==> src/rtl/bus_arb_pkg.sv <==
// Shared types and helpers for the register-bus transfer arbiter.
// Used by rr_picker and bus_transfer_arbiter.
package bus_arb_pkg;

    typedef enum logic [1:0] {
        IDLE  = 2'd0,
        LOAD  = 2'd1,
        WRITE = 2'd2
    } state_e;

    localparam int unsigned MAX_REG = 64;

    // Select width for an n-entry index; never narrower than one bit.
    function automatic int unsigned sel_w(input int unsigned n);
        return (n > 1) ? $clog2(n) : 1;
    endfunction

    // One-hot strobe for idx; all-zero when idx is outside the n populated entries.
    function automatic logic [MAX_REG-1:0] onehot(input int unsigned idx, input int unsigned n);
        logic [MAX_REG-1:0] v;
        v = '0;
        if (idx < n) begin
            v = MAX_REG'(1) << idx;
        end
        return v;
    endfunction

endpackage

==> src/rtl/rr_picker.sv <==
// Combinational round-robin picker: first requester at or after ptr, cyclically.
module rr_picker
    import bus_arb_pkg::*;
#(
    parameter int unsigned N_REQ = 4,
    parameter int unsigned IDX_W = sel_w(N_REQ)
) (
    input  logic [N_REQ-1:0] req_i,
    input  logic [IDX_W-1:0] ptr_i,
    output logic [N_REQ-1:0] win_c_o,
    output logic [IDX_W-1:0] idx_c_o
);

    logic             found;
    logic [IDX_W-1:0] pos;

    always_comb begin
        win_c_o = '0;
        idx_c_o = '0;
        found   = 1'b0;
        pos     = '0;
        for (int unsigned k = 0; k < N_REQ; k++) begin
            pos = IDX_W'((32'(ptr_i) + k) % N_REQ);
            if (!found && req_i[pos]) begin
                win_c_o[pos] = 1'b1;
                idx_c_o      = pos;
                found        = 1'b1;
            end
        end
    end

endmodule

==> src/rtl/bus_transfer_arbiter.sv <==
// Round-robin sequencer for register-to-register moves on the shared bus (IDLE -> LOAD -> WRITE).
// Optional bus locking is compiled in with `define BUS_ARB_LOCK_EN.
module bus_transfer_arbiter
    import bus_arb_pkg::*;
#(
    parameter int unsigned N_REQ = 4,
    parameter int unsigned N_REG = 8,
    parameter int unsigned SEL_W = sel_w(N_REG)
) (
    input  logic                   clk,
    input  logic                   RST_N,
    input  logic [N_REQ-1:0]       req,
    input  logic [N_REQ*SEL_W-1:0] src_sel,
    input  logic [N_REQ*SEL_W-1:0] dst_sel,
    input  logic [N_REQ-1:0]       lock,
    output logic [N_REQ-1:0]       grant,
    output logic [N_REQ-1:0]       ack,
    output logic [N_REG-1:0]       LDBUS,
    output logic [N_REG-1:0]       WR,
    output logic                   busy
);

    localparam int unsigned PTR_W = sel_w(N_REQ);
    localparam logic [PTR_W-1:0] LAST_REQ = PTR_W'(N_REQ - 1);

    state_e             state_q, state_d;
    logic [PTR_W-1:0]   ptr_q, ptr_d;
    logic [PTR_W-1:0]   owner_q, owner_d;
    logic [SEL_W-1:0]   src_q, src_d;
    logic [SEL_W-1:0]   dst_q, dst_d;
    logic [N_REQ-1:0]   grant_q, grant_d;
    logic [N_REQ-1:0]   ack_q, ack_d;
    logic [N_REG-1:0]   ldbus_q, ldbus_d;
    logic [N_REG-1:0]   wr_q, wr_d;
    logic               busy_q, busy_d;

    logic [SEL_W-1:0]   src_arr [N_REQ];
    logic [SEL_W-1:0]   dst_arr [N_REQ];
    logic [N_REQ-1:0]   pick_req;
    logic [PTR_W-1:0]   pick_ptr;
    logic [N_REQ-1:0]   pick_win;
    logic [PTR_W-1:0]   pick_idx;
    logic [PTR_W-1:0]   owner_inc;

    for (genvar gi = 0; gi < N_REQ; gi++) begin : g_split
        assign src_arr[gi] = src_sel[gi*SEL_W +: SEL_W];
        assign dst_arr[gi] = dst_sel[gi*SEL_W +: SEL_W];
    end

    assign owner_inc = (owner_q == LAST_REQ) ? '0 : owner_q + PTR_W'(1);

`ifdef BUS_ARB_LOCK_EN
    logic hold_q, hold_d;

    // While held, only the holder may win; releasing restarts rotation after the holder.
    always_comb begin
        pick_req = req;
        pick_ptr = ptr_q;
        if (hold_q) begin
            if (lock[owner_q]) begin
                pick_req = req & (N_REQ'(1) << owner_q);
            end else begin
                pick_ptr = owner_inc;
            end
        end
    end
`else
    logic unused_lock;

    assign unused_lock = ^lock;
    assign pick_req    = req;
    assign pick_ptr    = ptr_q;
`endif

    rr_picker #(
        .N_REQ (N_REQ),
        .IDX_W (PTR_W)
    ) u_picker (
        .req_i   (pick_req),
        .ptr_i   (pick_ptr),
        .win_c_o (pick_win),
        .idx_c_o (pick_idx)
    );

    // Next state and next registered outputs, decoded from the state being entered.
    always_comb begin
        state_d = state_q;
        ptr_d   = ptr_q;
        owner_d = owner_q;
        src_d   = src_q;
        dst_d   = dst_q;
        grant_d = '0;
        ack_d   = '0;
        ldbus_d = '0;
        wr_d    = '0;
        busy_d  = 1'b0;
`ifdef BUS_ARB_LOCK_EN
        hold_d  = hold_q;
`endif
        case (state_q)
            IDLE: begin
`ifdef BUS_ARB_LOCK_EN
                if (hold_q && !lock[owner_q]) begin
                    hold_d = 1'b0;
                    ptr_d  = owner_inc;
                end
`endif
                if (|pick_req) begin
                    state_d = LOAD;
                    owner_d = pick_idx;
                    src_d   = src_arr[pick_idx];
                    dst_d   = dst_arr[pick_idx];
                    grant_d = pick_win;
                    ldbus_d = N_REG'(onehot(32'(src_arr[pick_idx]), N_REG));
                    busy_d  = 1'b1;
                end
            end
            LOAD: begin
                state_d = WRITE;
                grant_d = grant_q;
                ack_d   = grant_q;
                ldbus_d = N_REG'(onehot(32'(src_q), N_REG));
                wr_d    = N_REG'(onehot(32'(dst_q), N_REG));
                busy_d  = 1'b1;
            end
            WRITE: begin
                state_d = IDLE;
`ifdef BUS_ARB_LOCK_EN
                if (lock[owner_q]) begin
                    hold_d = 1'b1;
                end else begin
                    hold_d = 1'b0;
                    ptr_d  = owner_inc;
                end
`else
                ptr_d = owner_inc;
`endif
            end
            default: begin
                state_d = IDLE;
            end
        endcase
    end

    always_ff @(posedge clk or negedge RST_N) begin
        if (!RST_N) begin
            state_q <= IDLE;
            ptr_q   <= '0;
            owner_q <= '0;
            src_q   <= '0;
            dst_q   <= '0;
            grant_q <= '0;
            ack_q   <= '0;
            ldbus_q <= '0;
            wr_q    <= '0;
            busy_q  <= 1'b0;
`ifdef BUS_ARB_LOCK_EN
            hold_q  <= 1'b0;
`endif
        end else begin
            state_q <= state_d;
            ptr_q   <= ptr_d;
            owner_q <= owner_d;
            src_q   <= src_d;
            dst_q   <= dst_d;
            grant_q <= grant_d;
            ack_q   <= ack_d;
            ldbus_q <= ldbus_d;
            wr_q    <= wr_d;
            busy_q  <= busy_d;
`ifdef BUS_ARB_LOCK_EN
            hold_q  <= hold_d;
`endif
        end
    end

    assign grant = grant_q;
    assign ack   = ack_q;
    assign LDBUS = ldbus_q;
    assign WR    = wr_q;
    assign busy  = busy_q;

endmodule

==> config.mk <==
export PLATFORM = sky130hd
export DESIGN_NAME = bus_transfer_arbiter
export DESIGN_NICKNAME = d
export VERILOG_FILES = /design/src/rtl/bus_arb_pkg.sv /design/src/rtl/rr_picker.sv /design/src/rtl/bus_transfer_arbiter.sv
export SDC_FILE = /design/constraint.sdc
export NUM_CORES = 1
export LEC_CHECK = 0
export ABC_AREA = 1
export CAP_MARGIN = 5
export CORE_UTILIZATION = 49
export DETAILED_ROUTE_END_ITERATION = 10
export GPL_TIMING_DRIVEN = 0
export MAX_ROUTING_LAYER = met4
export PLACE_DENSITY = 0.84
export SLEW_MARGIN = 15
export SYNTH_ARGS = -nofsm -noshare
export SYNTH_HDL_FRONTEND = slang
export SYNTH_SLANG_ARGS = --single-unit
==> constraint.sdc <==
create_clock -name clk -period 2.7 [get_ports clk]
set_input_delay 0.405 -clock clk [delete_from_list [all_inputs] [get_ports clk]]
set_output_delay 0.405 -clock clk [all_outputs]
set_load 0.1 [all_outputs]
# Yosys cells after proc, flatten, opt, wreduce, memory -nomap -nowiden
# Cells that the tools add are included.
# word_totals
ff_bits,37
in_bits,34
output_inout_bits,25
elab_cells,91
# op_classes
n_addsub,4
n_lt_le_gt_ge,9
eq_ne,4
shifts,3
n_mux,44
bitwise,4
reduce_logical,13
# ops
cell,count
4-bit 2-to-1 mux,6
"1-bit by 3-bit << shifter with 8-bit output, first input constant",3
8-bit 2-to-1 mux,2
8-bit case mux with 2 select lines,1
3-bit binary-select mux with 2-bit select,2
"2-bit by 3-bit less-than comparator with 1-bit output, second input constant",4
1-bit 2-to-1 mux,12
2-bit 2-to-1 mux,6
3-bit 2-to-1 mux,4
4-bit bitwise OR,3
1-bit binary-select mux with 2-bit select,4
1-bit demux with 2-bit select,4
"2-bit by 1-bit greater-or-equal comparator with 1-bit output, second input constant",4
4-bit case mux with 2 select lines,1
1-bit logical AND,7
"2-bit by 1-bit adder with 2-bit output, second input constant",2
"2-bit adder, second input constant",2
"2-bit equality test, second input constant",2
2-bit case mux with 2 select lines,1
4-bit OR reduction,1
"3-bit greater-or-equal comparator, second input constant",1
1-bit logical NOT,3
2-bit inverter with 3-bit output,1
"2-bit by 1-bit equality test with 1-bit output, second input constant",1
4 further kinds,4

# Logic depth before layout (Yosys ltp)
# depth
word_depth,19
ltp_mapped,18
depth_no_buf,17

# Modules after synthesis
# A second synthesis with hierarchy kept.
# hier_totals
cells_unflattened,272
hier_area_um2,2115.8
# modules_own_cells
module,instances,cells_per_inst,area_each_um2,seq_area_each_um2
bus_transfer_arbiter,1,199,1676.6,925.9
rr_picker,1,73,439.2,0.0

# Least setup slack after synthesis
# No wires, ideal clock.
# synth_timing
path_type,register to register
from,"register ptr_q[0], in the netlist pick_ptr[0]"
to,"register ldbus_q[2], in the netlist LDBUS[2]"
setup_time_ns,0.117
t_arrival_ns,2.124
required_ns,2.583
setup_slack_ns,0.459
path_stages_with_launch,19
path_buffers,2
period_less_slack_ns,2.241
path_cell_list,dfrtp_1 -> buf_6 -> inv_8 -> ha_1 -> inv_1 -> nand3_2 -> nand2_4 -> inv_4 -> nor2_8 -> nand2_2 -> nand2_4 -> nand2_4 -> buf_8 -> nand2_2 -> nand3_2 -> nand2_1 -> nor2_2 -> nand2_1 -> nand2_1
# synth_via
elab_chain_cells,19
elab_cells_between_ends,31
cone_classes,add/sub: 3; shift: 1; mux: 20; bitwise: 1; reduce/logical: 6
# synth_lines
element,line_no,source
"start, declared",bus_transfer_arbiter.sv:27,"logic [PTR_W-1:0] ptr_q, ptr_d;"
"start signal, assigned",bus_transfer_arbiter.sv:162,ptr_q <= ptr_d;
branches (longest 11 deep; another with 2-bit by 1-bit adder with 2-bit output),n/a,
2-bit 2-to-1 mux (*),rr_picker.sv:24,if (!found && req_i[pos]) begin
2-bit inverter with 3-bit output (implied by the code) (*),bus_transfer_arbiter.sv:114,"ldbus_d = N_REG'(onehot(32'(src_arr[pick_idx]), N_REG));"
3-bit binary-select mux with 2-bit select (*),bus_transfer_arbiter.sv:114,
3-bit 2-to-1 mux (implied by the code) (*) (2 in series),bus_transfer_arbiter.sv:114,
1-bit by 3-bit << shifter with 8-bit output (*),bus_arb_pkg.sv:23,v = MAX_REG'(1) << idx;
8-bit 2-to-1 mux (*),bus_transfer_arbiter.sv:108,if (|pick_req) begin
8-bit case mux with 2 select lines (*),bus_transfer_arbiter.sv:100,case (state_q)
named net ldbus_d[2],bus_transfer_arbiter.sv:33,"logic [N_REG-1:0] ldbus_q, ldbus_d;"
"end signal, assigned",bus_transfer_arbiter.sv:168,ldbus_q <= ldbus_d;
"end, declared",bus_transfer_arbiter.sv:33,
# Mark *: on every way through the listed nets, which the timed path passes. The select of a mux whose other input is x is not followed.
# A chain may end at the register's enable or synchronous reset.

# Worst setup path in the final report
# layout_timing
from,"register ptr_q[0], in the netlist pick_ptr[0]"
to,register dst_q[2]
# layout_via
elab_chain_cells,16
elab_cells_between_ends,28
cone_classes,add/sub: 3; mux: 18; bitwise: 1; reduce/logical: 6
# layout_lines
element,line_no,source
branches (longest 11 deep; another with 2-bit by 1-bit adder with 2-bit output),n/a,
2-bit 2-to-1 mux (*),rr_picker.sv:24,
2-bit inverter with 3-bit output (implied by the code) (*),bus_transfer_arbiter.sv:112,dst_d = dst_arr[pick_idx];
3-bit binary-select mux with 2-bit select (*),bus_transfer_arbiter.sv:112,
3-bit 2-to-1 mux (implied by the code) (*) (2 in series),bus_transfer_arbiter.sv:112,
"end signal, assigned",bus_transfer_arbiter.sv:165,dst_q <= dst_d;
"end, declared",bus_transfer_arbiter.sv:30,"logic [SEL_W-1:0] dst_q, dst_d;"
# Every way passes the cells marked *. The select of a mux whose other input is x is not followed.

==> flow_summary.toml <==
[layout]
drive_gt1_share_pct = 16.85
multi_input_comb_area_um2 = 1201
final_common_cell = "nand2_1"
stdcell_count = 414
fill_cells = 360
layout.nets = 404
diodes = 0
areaGrowthSynthToFinish_pct = 32.46
final_cell_mix = "nand2_1 (79), clkdlybuf4s50_1 (53), inv_1 (36), nand3_1 (36), dfrtp_1 (35)"
final-seq-area_um2 = 928.4

[clock_network]
cts.path.max_buffers = 2
cts_tree = "yes"
cts_buffers = 5
root_buffer = "clkbuf_8"
clk_latency_ps = 290
cts_hold_buf = 0
clk_pin_slew_ps = 70
h-tree-depth = 2
clock_sinks = 37

[logic_synthesis]
yosysWarnings = 0
synth_top_area_share_pct = 39.38
synth_area_leaders = "dfrtp_1 (39%), nand2_1 (13%), nand3_1 (7.7%)"
syn-cell-area_um2 = 2351
ys_seq_elements = 37
synth_top_area_cell = "dfrtp_1"
yosysSeqAreaShare_pct = 39.38
synth.avg_cell_area_um2 = 7.889
synth.net_count = 341
synth_cells = 298
synth.distinct_cells = 32

[global_routing]
grt_util_all_layers_pct = 20.66
grt_pass1_wl_um = 8107
grt_pass1_vias = 1933
overflow = 0
antenna_found_initial = 0
grt_max_degree = 38

[setup_path]
endpoint_kind = "flip-flop"
arrival_ps = 2690
worst-path-max-fanout = 12
cp.required_ps = 2870
start_kind = "flip-flop"
path_class = "reg -> reg"

[outcome]
outcome = "finished, violations left"
violations = "design-rule violations"

[route]
vias = 2119
drc = 3
first_pass_iters = 7
drt_wl_total_um = 4805
ant_nets = 0
wire_per_inst_um = 11.61
drtIter0Drc = 80
viasPerCell = 5.118

[floorplan]
rows = 24
io_pins = 59
dieArea_um2 = 5079
die_h_um = 71.27
initial_core_util_pct = 52.54
die_x_um = 71.27
core_um2 = 4474

[place]
dp_cells = 404
post-dp-hpwl_um = 3654
port_buffers = 54
place_congestion = 0.8509

[sta]
worst_slew_pin_slew_ps = 974.8
rsz0062_at_grt = "true"
max_freq_ghz = 0.3959
hold_viol = 0
post-route-period-util_pct = 93.55
period_needed_ps = 2526
skew_ps = 4.242
finalSetupViolations = 0
slew_violations = 0
slew_headroom_pct = 34.81
setup-tns-final_ps = 0

[flow_run]
max-cap-violations = 0

[hold_path]
hp-class = "in -> async"
[layout make-up]
class / count / share of cell area [%]
timing repair buffer: 56 / 17.68
sequential: 37 / 29.81
inverter: 42 / 5.504
clock buffer: 5 / 2.210
multi-input combinational: 212 / 38.57
buffer: 7 / 2.049
tap: 52 / 2.089
clock inverter: 3 / 2.089
[metal layers]
| metal | wire length (um) | up-vias | GRT usage, % |
|---|---|---|---|
| met5 | 0 | - | - |
| met1 | 2154 | 976 | 24.54 |
| met3 | 159 | 4 | 3.516 |
| li1 | - | 1079 | - |
| met4 | 40 | 0 | 5.333 |
| met2 | 2451 | 60 | 36.40 |
[path summary, 6_finish.rpt]
path                        startpoint          end  slack, ps  cells past startpoint
max                        pick_ptr[0]     dst_q[2]        170                     16
min                              RST_N     LDBUS[4]        190                      1
max reg2reg                pick_ptr[0]     dst_q[2]        170                     16
min reg2reg                 owner_q[1]   owner_q[1]        510                      2
max in group asynchronous        RST_N  pick_ptr[1]       1970                      1
min in group clk            owner_q[1]   owner_q[1]        510                      2
[critical path, stage by stage (launching register included)]
cell	delay, ps
dfrtp_2	450
buf_6	170
inv_8	110
ha_2	320
inv_1	100
nand3_2	100
nand2_4	130
inv_4	60
nor2_8	120
nand4_4	120
nand2_4	150
clkinvlp_4	160
buf_4	160
nand2_1	50
nand2_1	60
nand3_1	70
nand3_1	70
[cells by family after synthesis]
group | count (synthesis) | synth area share, %
AND/OR/NAND/NOR | 175 | 39.22
buffers and inverters | 49 | 9.845
flip-flops | 37 | 39.38
AO/OA/AOI/OAI | 28 | 6.759
adder cells (fa/ha/maj) | 9 | 4.790
[cells in the mapped netlist (all sizes together)]
| cell | count |
|---|---|
| nand2 | 99 |
| a31oi | 1 |
| a21oi | 7 |
| clkbuf | 1 |
| clkinv | 1 |
| inv | 41 |
| o31ai | 1 |
| dfrtp | 37 |
| nor4 | 1 |
| nand3 | 43 |
| ha | 9 |
| nand4 | 4 |
| buf | 6 |
| o22ai | 4 |
| nor2 | 27 |
| o21ai | 11 |
| a22oi | 4 |
| or2 | 1 |
[sequential cells by signal, indices dropped and copies added, names as in the netlist]
register	flops
state_q	2
owner_q	2
busy	1
grant	4
ack	4
src_q	3
dst_q	3
LDBUS	8
pick_ptr	2
WR	8
[metrics by stage]
step,util (%),worst slack (ps),hold WS [ps],area (um2)
CTS,68.96,115.9,218.2,3085
floorplan,-,459.0,109.4,2351
global route,69.60,-17.30,258.0,3114
global placement,66.08,219.4,475.0,2957
detailed placement,65.97,157.1,491.5,2952
finish,69.60,174.2,190.4,3114
[timing repair]
| item | CTS | global route |
|---|---|---|
| resized for setup | 0 | 5 |
| endpoints found under the setup margin | 0 | 11 |
| buffers inserted | 0 | 2 |
Power is not shown: default switching activity piles up to over one toggle a cycle in this logic, so the estimate is an artifact.
==> variant 1, RTL diff (same settings) <==
`N_REG`: 8 -> 9.
--- a/src/rtl/bus_transfer_arbiter.sv
+++ b/src/rtl/bus_transfer_arbiter.sv
@@ -4,7 +4,7 @@
     import bus_arb_pkg::*;
 #(
     parameter int unsigned N_REQ = 4,
-    parameter int unsigned N_REG = 8,
+    parameter int unsigned N_REG = 9,
     parameter int unsigned SEL_W = sel_w(N_REG)
 ) (
     input  logic                   clk,
Interface: changed (resized LDBUS, WR, dst_sel and src_sel); port bits go from 59 to 69. No check against the original RTL was run, so the function may have changed too.
==> variant 1 against the original RTL <==
- routed wire length is 17% higher
- critical endpoint is now LDBUS[5]
- synthesized area is 6.8% higher
- die area is 6.6% higher
- design area is 7.9% higher
- sequential cell count is 4 higher
- setup slack better by 0.029 ns
Power is not shown: default switching activity piles up to over one toggle a cycle in this logic, so the estimate is an artifact.
==> variant 1: results (changes against the original RTL) <==
Run status
The flow ran to the end, and the final reports show no timing, DRC or antenna violations.

Route
The routed wire length per instance is 12.1 um (+3.9%). The violation count after the first detailed-routing iteration came to 163 (+100%). The detailed-routing iteration count for the pre-antenna-repair pass is 4 (-3). The average vias per placed instance came to 5.10 (-0.34%).

Logic synthesis
The Yosys warning count is 0 (unchanged). For this run, the leading register cell type out of synthesis is dfrtp_1. Counting instances in the post-synthesis netlist gives the leading cell types as nand2_1, dfrtp_1, inv_1. The sequential element share of the synthesized area is 40.9% (+1.5 points). The net count of the mapped netlist is 376 (+10%). Sorting the synthesized cells by area gives the leading types as dfrtp_1, nand2_1, nand3_1. The share of synthesized flip-flops with an asynchronous set or reset is 100% (unchanged). The number of distinct library cells after synthesis is 33 (+3.1%).

Global route
The overall global routing resource usage is 23.7% (+3.0 points). The first-pass GRT wire length is 9500 um (+17%). The pin count of the biggest net entering global routing came to 24 (-37%). The number of antenna violations at the first check in global routing is 0 (unchanged). The via count of the first global-routing pass was 2216 (+15%).

STA
The setup TNS after final layout was 0 ns (unchanged). The worst-case clock skew is 0.00710 ns (+0.00285 ns). The worst-case headroom to the max-slew limit is 34.7% (-0.080 points).

Final layout
The total number of nets in the final design is 448 (+11%). The fraction of final layout cells with drive strength greater than 1 is 13.6% (-3.3 points). The number of antenna repair diodes is 0 (unchanged). The number of inserted filler cells in the final layout came to 431 (+20%).

Hold path
In this run the worst hold path is classified as in2async.

Worst setup path
The maximum fanout along the worst path is 12 (unchanged). The minimum setup slack among reg-to-reg paths is 0.20 ns (+0.03 ns).

Clock tree
The clock insertion delay at the later pin of the skew report is 0.29 ns (about the same). The clock slew seen by the registers of the worst setup and hold paths was 0.07 ns (about the same). The clock buffer count from CTS is 5 (unchanged). The cell chosen for the clock root is clkbuf_8. The maximum buffer depth of the clock tree is 2 (unchanged). The number of H-tree branching levels is 2 (unchanged).

Placement
The placer's final routability congestion estimate is 0.888 (+4.3%). The post-DP HPWL was 4480 um (+23%). The placed instance area is 3260 um^2 (+10%). The count of input and output buffers came to 64 (+19%).
[variant 1: kinds of logic (layout without fill, tap and decap cells)]
group | count (synthesis) | after routing | synth area share [%]
AOI/OAI and AO/OA | 35 | 35 | 8.27
adders and majority gates | 9 | 9 | 4.48
buffers and inverters | 48 | 121 | 8.77
DFF | 41 | 41 | 40.9
and+or+nand+nor | 192 | 192 | 37.6
[variant 1: repair_timing]
| action | CTS | global route |
|---|---|---|
| setup endpoints to repair | 0 | 16 |
| gates resized for setup | 0 | 5 |
| buffers inserted | 0 | 0 |
[variant 1: path summary, 6_finish.rpt]
kind	startpoint	to	cells past startpoint
max	pick_ptr[0]	LDBUS[5]	17
min	RST_N	LDBUS[1]	1
max reg2reg	pick_ptr[0]	LDBUS[5]	17
min reg2reg	owner_q[0]	pick_ptr[0]	1
max in group asynchronous	RST_N	pick_ptr[0]	2
min in group clk	owner_q[0]	pick_ptr[0]	1
[variant 1: cell type report]
cell class,count,area [um^2],share of cell area (%)
plain buffers,10,75.1,2.23
clock buffers,6,72.6,2.16
clock inverters,2,10.0,0.298
inverters,38,150,4.47
multi-input cells,236,1280,38.0
flip-flops and latches,41,1030,30.6
well taps,67,83.8,2.49
repair buffers,65,663,19.7
[variant 1: per-layer routing]
metal | routed length, um | GRT usage [%] | up-vias
li1 | - | - | 1197
met1 | 2440 | 28.7 | 1100
met4 | 57 | 7.69 | 0
met2 | 2870 | 40.3 | 71
met3 | 237 | 3.84 | 4
met5 | 0 | - | -
[variant 1: critical path: stages (launching register included)]
cell and delay (ns):
dfrtp_2 0.45, buf_6 0.16, inv_8 0.11, ha_4 0.23, inv_1 0.09, nand3_1 0.09, nand2_2 0.13, nand4_2 0.13
inv_2 0.11, nand2_1 0.07, nand2_2 0.14, inv_2 0.06, buf_6 0.14, nand3_2 0.08, nand3_1 0.12, nor2_2 0.15
nand2_1 0.09, nand2_1 0.07
[variant 1: per-stage QoR]
stage | worst slack [ns] | hold slack (ns) | utilization (%) | cells
floorplan | 0.458 | 0.109 | - | 325
global placement | 0.101 | 0.469 | 67.2 | 456
detailed placement | 0.0341 | 0.362 | 67.6 | 457
CTS | 0.0196 | 0.0425 | 69.4 | 465
global route | 0.0188 | 0.0780 | 69.8 | 465
finish | 0.204 | 0.0393 | 69.8 | 465
==> variant 2, RTL diff (config.mk and constraints unchanged) <==
Made on the original files. Take the reset off `wr_q` and load it in a clocked block of its own.
--- a/src/rtl/bus_transfer_arbiter.sv
+++ b/src/rtl/bus_transfer_arbiter.sv
@@ -152,7 +152,6 @@
             grant_q <= '0;
             ack_q   <= '0;
             ldbus_q <= '0;
-            wr_q    <= '0;
             busy_q  <= 1'b0;
 `ifdef BUS_ARB_LOCK_EN
             hold_q  <= 1'b0;
@@ -166,12 +165,15 @@
             grant_q <= grant_d;
             ack_q   <= ack_d;
             ldbus_q <= ldbus_d;
-            wr_q    <= wr_d;
             busy_q  <= busy_d;
 `ifdef BUS_ARB_LOCK_EN
             hold_q  <= hold_d;
 `endif
         end
+    end
+
+    always_ff @(posedge clk) begin
+        wr_q <= wr_d;
     end
 
     assign grant = grant_q;
Behaviour: differs if RST_N is asserted again (counterexample within 4 cycles, from zero or initial values and one cycle with RST_N low); with RST_N held inactive, the same outputs for 10 cycles.
==> variant 2 against the original RTL <==
- first-iteration DRC count grew 51%
- synthesized area shrank 4.5%
- fmax grew 4.5%
- sequential cell count is the same
- cell count shrank 1.7%
- die area shrank 4.3%
- routed wire length shrank 5.5%
- design area shrank 5.7%
- setup slack gained 0.11 ns
Power is not shown: default switching activity piles up to over one toggle a cycle in this logic, so the estimate is an artifact.
==> variant 2: results (changes against the original RTL) <==
Run status
The run finished with clean final reports.

Route
The remaining number of nets flagged by the antenna check after routing is 0 (unchanged). The total wirelength of the detailed-routed design is 4540 um (-5.5%). The average vias per placed instance is 5.02 (-2.0%). The via count is 2042 (-3.6%). The violation count after the first detailed-routing iteration came to 121 (+51%). The detailed-routing iteration count for the pre-antenna-repair pass is 4 (-3).

Logic synthesis
After synthesis, the most frequently instantiated cells are nand2_1, nand3_1, inv_1. The net count of the mapped netlist came to 334 (-2.1%). The xor-xnor portion of the synthesized cell area is 0% (unchanged). The Yosys warning count is 0 (unchanged). The post-synthesis average cell area is 7.69 um^2 (-2.5%). The sequential element share of the synthesized area is 39.4% (+0.060 points). The dominant register cell in the synthesized netlist is dfrtp_1. The mux contribution to synthesized area is 0% (unchanged).

The compound-gate portion of the synthesized area is 7.35% (+0.59 points). The arithmetic-cell share of the synthesized area counting full adders, half adders and majority gates is 4.46% (-0.33 points). The share of synthesized flip-flops with an asynchronous set or reset is 78.4% (-22 points).

The number of distinct library cells after synthesis is 33 (+3.1%). In the post-synthesis netlist, the biggest area contributors are dfrtp_1, nand2_1, dfxtp_1.

Final layout
The fraction of final layout cells with drive strength greater than 1 was 13.8% (-3.0 points). The number of antenna repair diodes is 0 (unchanged).

Clock tree
The clock insertion delay at the later pin of the skew report was 0.29 ns (about the same). The maximum buffer depth of the clock tree is 2 (unchanged). The clock slew seen by the registers of the worst setup and hold paths was 0.07 ns (about the same).

The cell chosen for the clock root is clkbuf_8. The clock buffer count from CTS is 5 (unchanged). The number of H-tree branching levels was 2 (unchanged).

Worst setup path
The beginning of the critical path is pick_ptr[0]. The minimum setup slack among reg-to-reg paths came to 0.28 ns (+0.11 ns). The arrival time at the worst endpoint is 2.64 ns (-0.05 ns). The worst-case reg-to-reg path depth is 15 (-1). The setup path with the least slack is of type reg2reg. The maximum cell stage delay along the critical path is 0.46 ns. On the critical path, the stage with the largest delay is an instance of dfrtp_2. Following the worst setup path forward leads to its endpoint at LDBUS[1]. The maximum fanout along the worst path is 10 (-2).

Global route
The met1 usage in global routing came to 28.2% (+3.6 points). The met3 layer usage reported by global route is 3.20% (-0.32 points). The overall global routing resource usage is 21.3% (+0.63 points). The global-route met2 utilization is 34.2% (-2.2 points).

The most heavily used metal layer in global routing is met2. The pin count of the biggest net entering global routing was 30 (-21%). The number of antenna violations at the first check in global routing is 0 (unchanged). The via count of the first global-routing pass is 1860 (-3.8%). The first-pass GRT wire length is 8150 um (+0.51%).

Placement
The post-DP HPWL is 3590 um (-1.7%). The placer's final routability congestion estimate is 0.921 (+8.2%). The count of input and output buffers is 54 (unchanged).

The placed instance area is 2850 um^2 (-3.6%). The number of instances in the placed design was 398 (-1.5%). The worst-case setup slack after placement is 0.108 ns (-0.0494 ns).

STA
The hold slack is 0.130 ns (-0.0603 ns). The worst-case clock skew is 0.00730 ns (+0.00306 ns). The worst-case headroom to the max-slew limit is 34.9% (+0.11 points). The highest clock frequency the design can meet is 414 MHz (+4.5%).

Flow run
The max-cap check violation count was 0 (unchanged).

Hold path
The min-delay analysis places its worst path in the category in2async.
variant 2: cell types whose count changed in the layout (fill, tap and decap cells not counted), moves of 5 or more:
cell     delta
inv_1       -6
nand3_1     -5
nor3_1      +8
dfrtp_1     -8
dfxtp_1     +8
nand2_1     +6
variant 2: timing repair:
item,CTS,global route
resized for setup,0,2
setup endpoints to repair,0,9
hold buffers,0,0
buffers inserted,0,1
variant 2: worst max-delay path: cells and delay by family, from the launching register on:
kind                       cells  cell delay (ns)
adders and majority gates      1             0.31
DFF                            1             0.46
buffers and inverters          3             0.42
and+or+nand+nor               11             1.15
variant 2: layout make-up:
cell class	count	area, um^2
Fill cell	389	1450
Multi-Input combinational cell	214	1170
Buffer	6	52.6
Tap cell	52	65.1
Clock buffer	7	76.3
Timing Repair Buffer	55	543
Sequential cell	37	888
Inverter	35	136
Clock inverter	1	5.00
variant 2: layer usage:
layer  vias up  part of all wire, %
li1       1066                    -
met1       916                   46
met2        54                   49
met3         6                  3.5
met4         0                  1.1
met5         -                    0
